### config.mk
export PLATFORM = sky130hd
export DESIGN_NAME = framebuffer_scanner
export DESIGN_NICKNAME = d
export VERILOG_FILES = /design/src/rtl/framebuffer_scanner_pkg.sv /design/src/rtl/framebuffer_scanner_fifo.sv /design/src/rtl/framebuffer_scanner.sv
export SDC_FILE = /design/constraint.sdc
export NUM_CORES = 1
export LEC_CHECK = 0
export CAP_MARGIN = 5
export CELL_PAD_IN_SITES_DETAIL_PLACEMENT = 1
export CELL_PAD_IN_SITES_GLOBAL_PLACEMENT = 1
export CORE_UTILIZATION = 45
export CTS_BUF_LIST = sky130_fd_sc_hd__clkbuf_16
export CTS_CLUSTER_SIZE = 24
export DETAILED_ROUTE_END_ITERATION = 8
export PLACE_DENSITY = 0.76
export SYNTH_ARGS = -nofsm -noshare
export SYNTH_HDL_FRONTEND = slang
export SYNTH_HIERARCHICAL = 1
export SYNTH_SLANG_ARGS = --single-unit
### constraint.sdc
create_clock -name clk -period 2.8 [get_ports clk]
set_input_delay 0.42 -clock clk [delete_from_list [all_inputs] [get_ports clk]]
set_output_delay 0.42 -clock clk [all_outputs]
set_load 0.01 [all_outputs]
### src/rtl/framebuffer_scanner_pkg.sv
// Shared data types for the framebuffer scanner: pixel format and the SRAM
// controller request/response records.
package framebuffer_scanner_pkg;

    localparam int SRAM_ADDR_W = 20;
    localparam int SRAM_DATA_W = 16;
    localparam int PIXEL_W     = 16;

    typedef logic [SRAM_ADDR_W-1:0] SramAddress_t;
    typedef logic [SRAM_DATA_W-1:0] SramData_t;
    typedef logic [PIXEL_W-1:0]     Pixel_t;

    typedef struct packed {
        SramAddress_t address;
        SramData_t    dout;
        logic         oe_n;
        logic         we_n;
        logic         den;
    } SramRequest_t;

    typedef struct packed {
        logic      done;
        SramData_t din;
    } SramResult_t;

    // SRAM words carry the pixel in their low bits
    function automatic Pixel_t to_pixel(input SramData_t d);
        return Pixel_t'(d);
    endfunction

endpackage

### src/rtl/framebuffer_scanner_fifo.sv
// First-word fall-through pixel FIFO. A pop of a non-empty FIFO frees room for
// a push in the same cycle, so push+pop on a full FIFO is accepted.
module pixel_fifo #(
    parameter int WIDTH = 16,
    parameter int DEPTH = 16
) (
    input  logic                     clk,
    input  logic                     rst,
    input  logic                     flush,
    input  logic                     push,
    input  logic                     pop,
    input  logic [WIDTH-1:0]         din,
    output logic [WIDTH-1:0]         dout,
    output logic                     full,
    output logic                     empty,
    output logic [$clog2(DEPTH):0]   count
);
    localparam int AW = $clog2(DEPTH);
    localparam int CW = AW + 1;

    logic [WIDTH-1:0] r_mem [DEPTH];
    logic [AW-1:0]    r_rd_ptr;
    logic [AW-1:0]    r_wr_ptr;
    logic [CW-1:0]    r_count;
    logic             w_pop;
    logic             w_push;

    assign empty  = (r_count == '0);
    assign full   = (r_count == CW'(DEPTH));
    assign count  = r_count;
    assign dout   = r_mem[r_rd_ptr];
    assign w_pop  = pop && !empty;
    assign w_push = push && (!full || w_pop);

    always_ff @(posedge clk or negedge rst) begin
        if (!rst) begin
            r_rd_ptr <= '0;
            r_wr_ptr <= '0;
            r_count  <= '0;
        end else if (flush) begin
            r_rd_ptr <= '0;
            r_wr_ptr <= '0;
            r_count  <= '0;
        end else begin
            if (w_push) r_wr_ptr <= r_wr_ptr + AW'(1);
            if (w_pop)  r_rd_ptr <= r_rd_ptr + AW'(1);
            if (w_push && !w_pop)      r_count <= r_count + CW'(1);
            else if (w_pop && !w_push) r_count <= r_count - CW'(1);
        end
    end

    always_ff @(posedge clk) begin
        if (w_push && !flush) r_mem[r_wr_ptr] <= din;
    end

endmodule

### src/rtl/framebuffer_scanner.sv
// Framebuffer scanner: streams H_PIXELS*V_PIXELS words from SRAM into a
// prefetch FIFO that the display pipeline drains one pixel per pixelReq.
module framebuffer_scanner
    import framebuffer_scanner_pkg::*;
#(
    parameter int H_PIXELS   = 640,
    parameter int V_PIXELS   = 480,
    parameter int FIFO_DEPTH = 16
) (
    input  logic         clk,
    input  logic         rst,
    input  logic         frameStart,
    input  SramAddress_t baseAddress,
    input  SramResult_t  ramResult,
    output SramRequest_t ramRequest,
    input  logic         pixelReq,
    output Pixel_t       pixel,
    output logic         frameDone,
    output logic         underflow
);
    localparam int XW = (H_PIXELS > 1) ? $clog2(H_PIXELS) : 1;
    localparam int YW = (V_PIXELS > 1) ? $clog2(V_PIXELS) : 1;
    localparam int CW = $clog2(FIFO_DEPTH) + 1;

    typedef enum logic [1:0] {S_IDLE, S_READ, S_WAIT_SPACE, S_DONE} scan_state_t;

    scan_state_t  r_state;
    logic [XW-1:0] r_x;
    logic [YW-1:0] r_y;
    SramRequest_t r_req;
    logic         r_frame_done;
    logic         r_underflow;

    logic          w_push;
    logic          w_pop_ok;
    logic          w_empty;
    logic          w_full;
    logic          w_last;
    logic [CW-1:0] w_fifo_count;
    logic [CW-1:0] w_count_next;
    Pixel_t        w_head;

    assign w_push   = (r_state == S_READ) && ramResult.done && !frameStart;
    assign w_pop_ok = pixelReq && !w_empty;
    assign w_last   = (r_x == XW'(H_PIXELS - 1)) && (r_y == YW'(V_PIXELS - 1));

    always_comb begin
        w_count_next = w_fifo_count;
        if (w_push && !w_pop_ok)      w_count_next = w_fifo_count + CW'(1);
        else if (!w_push && w_pop_ok) w_count_next = w_fifo_count - CW'(1);
    end

    pixel_fifo #(.WIDTH($bits(Pixel_t)), .DEPTH(FIFO_DEPTH)) u_fifo (
        .clk   (clk),
        .rst   (rst),
        .flush (frameStart),
        .push  (w_push),
        .pop   (pixelReq),
        .din   (to_pixel(ramResult.din)),
        .dout  (w_head),
        .full  (w_full),
        .empty (w_empty),
        .count (w_fifo_count)
    );

    // Scan order is linear in memory, so the request address simply steps by
    // one word per accepted read instead of recomputing base + y*H + x.
    always_ff @(posedge clk or negedge rst) begin
        if (!rst) begin
            r_state      <= S_IDLE;
            r_x          <= '0;
            r_y          <= '0;
            r_req        <= '{address: '0, dout: '0, oe_n: 1'b1, we_n: 1'b1, den: 1'b0};
            r_frame_done <= 1'b0;
            r_underflow  <= 1'b0;
        end else if (frameStart) begin
            r_state       <= S_READ;
            r_x           <= '0;
            r_y           <= '0;
            r_req.address <= baseAddress;
            r_req.den     <= 1'b1;
            r_req.oe_n    <= 1'b0;
            r_frame_done  <= 1'b0;
            r_underflow   <= 1'b0;
        end else begin
            if (pixelReq && w_empty) r_underflow <= 1'b1;
            case (r_state)
                S_READ: begin
                    if (ramResult.done) begin
                        r_req.address <= r_req.address + SramAddress_t'(1);
                        if (r_x == XW'(H_PIXELS - 1)) begin
                            r_x <= '0;
                            r_y <= r_y + YW'(1);
                        end else begin
                            r_x <= r_x + XW'(1);
                        end
                        if (w_last) begin
                            r_state      <= S_DONE;
                            r_req.den    <= 1'b0;
                            r_req.oe_n   <= 1'b1;
                            r_frame_done <= 1'b1;
                        end else if (w_count_next == CW'(FIFO_DEPTH)) begin
                            r_state    <= S_WAIT_SPACE;
                            r_req.den  <= 1'b0;
                            r_req.oe_n <= 1'b1;
                        end
                    end
                end
                S_WAIT_SPACE: begin
                    if (!w_full) begin
                        r_state    <= S_READ;
                        r_req.den  <= 1'b1;
                        r_req.oe_n <= 1'b0;
                    end
                end
                default: ;
            endcase
        end
    end

    assign ramRequest = r_req;
    assign pixel      = w_empty ? '0 : w_head;
    assign frameDone  = r_frame_done;
    assign underflow  = r_underflow;

endmodule

==> out/results.txt <==
Critical path endpoint category - primary output
Number of synthesized register bits - 314
Post-Layout Cell Count - 1,361
Antenna diodes - 0
Hold crit path type - in -> reg
DRC Markers - 0
Maxcap violations - 0
Minimum clock period - 2960 ps
Async set-reset flop share out of synthesis - 0.185
Final ANT Viol Nets - 0
R2R Setup Slk - 190 ps
TritonRoute pass-1 iters - 5
Final setup viols - 16
Synth-to-layout area growth - 25.9%
Top delay family on crit path - flip-flops
VDD IR max - 521 uV
Layout Utilization - 0.579
Setup tns final - -1620 ps
Slowest cell on crit path - dfrtp_4
Register area - 9150 um^2
Most used cell, CP - buf_12
Clk slew on worst S/H paths - 70 ps
CP max stage delay - 540 ps
Placed insts - 1,285
Post-synth top area share - 0.580
H-tree depth - 2
Commonest non-fill, non-tap cell in the layout - edfxtp_1
Starting density of the core - 0.460
Max Freq - 338 MHz
Die Area - 30,200 um^2
Max-slew violations - 0
IO buf count - 80
Kind of critical path - reg -> out
Initial DRC count - 666
Initial antenna violation count - 0
TritonCTS Sinks - 314
Crit share post-route - 1.06
WL final - 35.8 mm
Synth Flop Type - edfxtp_1
DR vias/cell - 5.82
GRT Util Overall - 0.247
Number of cell rows - 62
Vias in the first global route - 8,687
IO Pins - 98
Post-route setup slack - -156 ps
Hpwl dp - 20.6 mm
Register area share after synthesis - 0.689
Cell taking the most area after synthesis - edfxtp_1
Layout cell share with drive strength beyond 1 - 0.295
Vias - 7,918
Most frequent cells in the layout - edfxtp_1, mux4_2, clkdlybuf4s50_1
Cts bufs inserted - 34
Synthesized cell area - 13,300 um^2
Die Wd - 174 um
CP Data Required Time - 2380 ps
Fill cells - 2,650
Chip Height - 174 um
Synth warn - 40
Dpl ws - 44.3 ps
Failing checks - setup timing
Worst EP arrival - 2540 ps
Outcome - complete, but fails checks
Final hold vios - 0
GRT Residual Overflow - 0
Max clock buf depth - 3
PD cells - 836 nW/um^2
Worst Skew - 24.8 ps
Post-synth EDFFs - 256
Synth area leaders - edfxtp_1, mux4_2, dfrtp_1, xor2_1, a22oi_1
Cell count after synthesis - 805
Final #Nets - 1,013
Worst path buffer plus inverter count - 4
Worst Setup Start Kind - register
RSZ-0062 raised after global routing - true
Core Area - 28,900 um^2
Slew margin rel. - 0.493
Clk root buf - clkbuf_16
Measured slew at the worst slew-check pin - 757 ps
Post-Syn Area per Cell - 16.5 um^2
Crit path cell chain - buf_12 > buf_12 > buf_4 > mux4_2 > a22oi_2 > nand2_2 > nor2b_4 > buf_6
Distinct cells, synth - 64
Largest net degree at the start of global routing - 80
WL/cell - 26.3 um
LEAKAGE - 5.77 nW
Critical path peak fanout - 6
Multi-input logic area - 4130 um^2
RePlAce Congestion - 0.778
First-pass GRT wire length - 55.1 mm
TritonCTS clock tree - done
Worst skew pair latency - 540 ps
==> stage by stage <==
| stage | area [um^2] | total power, W | hold slack [ps] |
|---|---|---|---|
| 6_report | 16700 | 0.0140 | 221 |
| 5_1_grt | 16700 | 0.0145 | 234 |
| 4_1_cts | 16600 | 0.0138 | 221 |
| 3_5_place_dp | 15000 | 0.00864 | 484 |
| 3_3_place_gp | 15000 | 0.00855 | 480 |
| 2_1_floorplan | 13300 | 0.00733 | 124 |
==> area by class of cell <==
cell class	instances	area share
clock buffers	34	0.0510
clock inverters	22	0.0178
flip-flops and latches	314	0.548
inverters	10	0.00225
multi-input cells	443	0.248
well taps	384	0.0288
repair buffers	154	0.105
==> repair_timing <==
action / in CTS / in global routing
pin swaps: 33 / 22
setup endpoints to repair: 16 / 16
buffers inserted: 11 / 7
hold buffers: 1 / 0
hold endpoints to repair: 26 / 0
cloned: 7 / 0
resized for setup: 127 / 29
==> layer usage <==
metal	up-vias	part of all wire	track usage
met4	0	0.030	0.0895
met1	4180	0.40	0.306
met3	77	0.045	0.0428
met5	-	0	0
li1	3391	-	-
met2	270	0.53	0.437
==> flip-flops by register name (all words and copies together), names as in the netlist <==
register / flops
u_fifo/count: 5
r_y: 9
r_x: 10
ramRequest: 22
underflow: 1
u_fifo/r_wr_ptr: 4
u_fifo/r_rd_ptr: 4
frameDone: 1
u_fifo/r_mem: 256
r_state: 2
==> synth_stat cells, drive strengths merged (3+ instances only) <==
| cell | count |
|---|---|
| nand2 | 60 |
| nand3 | 9 |
| clkbuf | 22 |
| a21oi | 15 |
| xnor2 | 8 |
| buf | 32 |
| mux4 | 64 |
| nand4b | 3 |
| xor2 | 33 |
| inv | 10 |
| o21ai | 28 |
| nand2b | 3 |
| dfrtp | 57 |
| and3 | 4 |
| nand4 | 21 |
| nor2 | 52 |
| mux2i | 4 |
| ha | 14 |
| and2 | 5 |
| nor2b | 22 |
| or4 | 3 |
| a22oi | 32 |
| nor3 | 11 |
| o211ai | 4 |
| edfxtp | 256 |
==> final timing paths <==
check                                          startpoint                        endpoint  depth (start not counted)
max                        u_fifo/r_rd_ptr[0]$_DFFE_PN0P_                        pixel[5]                          8
min                                            frameStart  u_fifo/r_rd_ptr[0]$_DFFE_PN0P_                          2
max reg2reg                   u_fifo/count[1]$_DFFE_PN0P_     u_fifo/count[4]$_DFFE_PN0P_                          7
min reg2reg                     ramRequest[2]$_DFFE_PN1P_       ramRequest[2]$_DFFE_PN1P_                          2
max in group asynchronous                             rst      ramRequest[34]$_DFFE_PN0P_                          3
min in group asynchronous                             rst  u_fifo/r_rd_ptr[0]$_DFFE_PN0P_                          2
==> power breakdown <==
group          leakage [nW]  switching, W  total (W)  internal [W]
clock                 0.579       0.00187    0.00466       0.00279
sequential             3.05      0.000163    0.00537       0.00521
combinational          2.14       0.00193    0.00393       0.00200
total                  5.77       0.00396     0.0140        0.0100
==> cell families (layout without fill, tap and decap cells) <==
kind of cell	Yosys count	after routing	share of synthesized area
flip-flops	314	314	0.689
AND/OR/NAND/NOR	209	209	0.0818
AO/OA/AOI/OAI	93	93	0.0495
multiplexers	68	68	0.112
buffers and inverters	64	220	0.0259
XOR/XNOR	41	41	0.0271
adder cells (fa/ha/maj)	15	15	0.0147
other	1	17	0.000283
(Power assumes the default switching activity.)
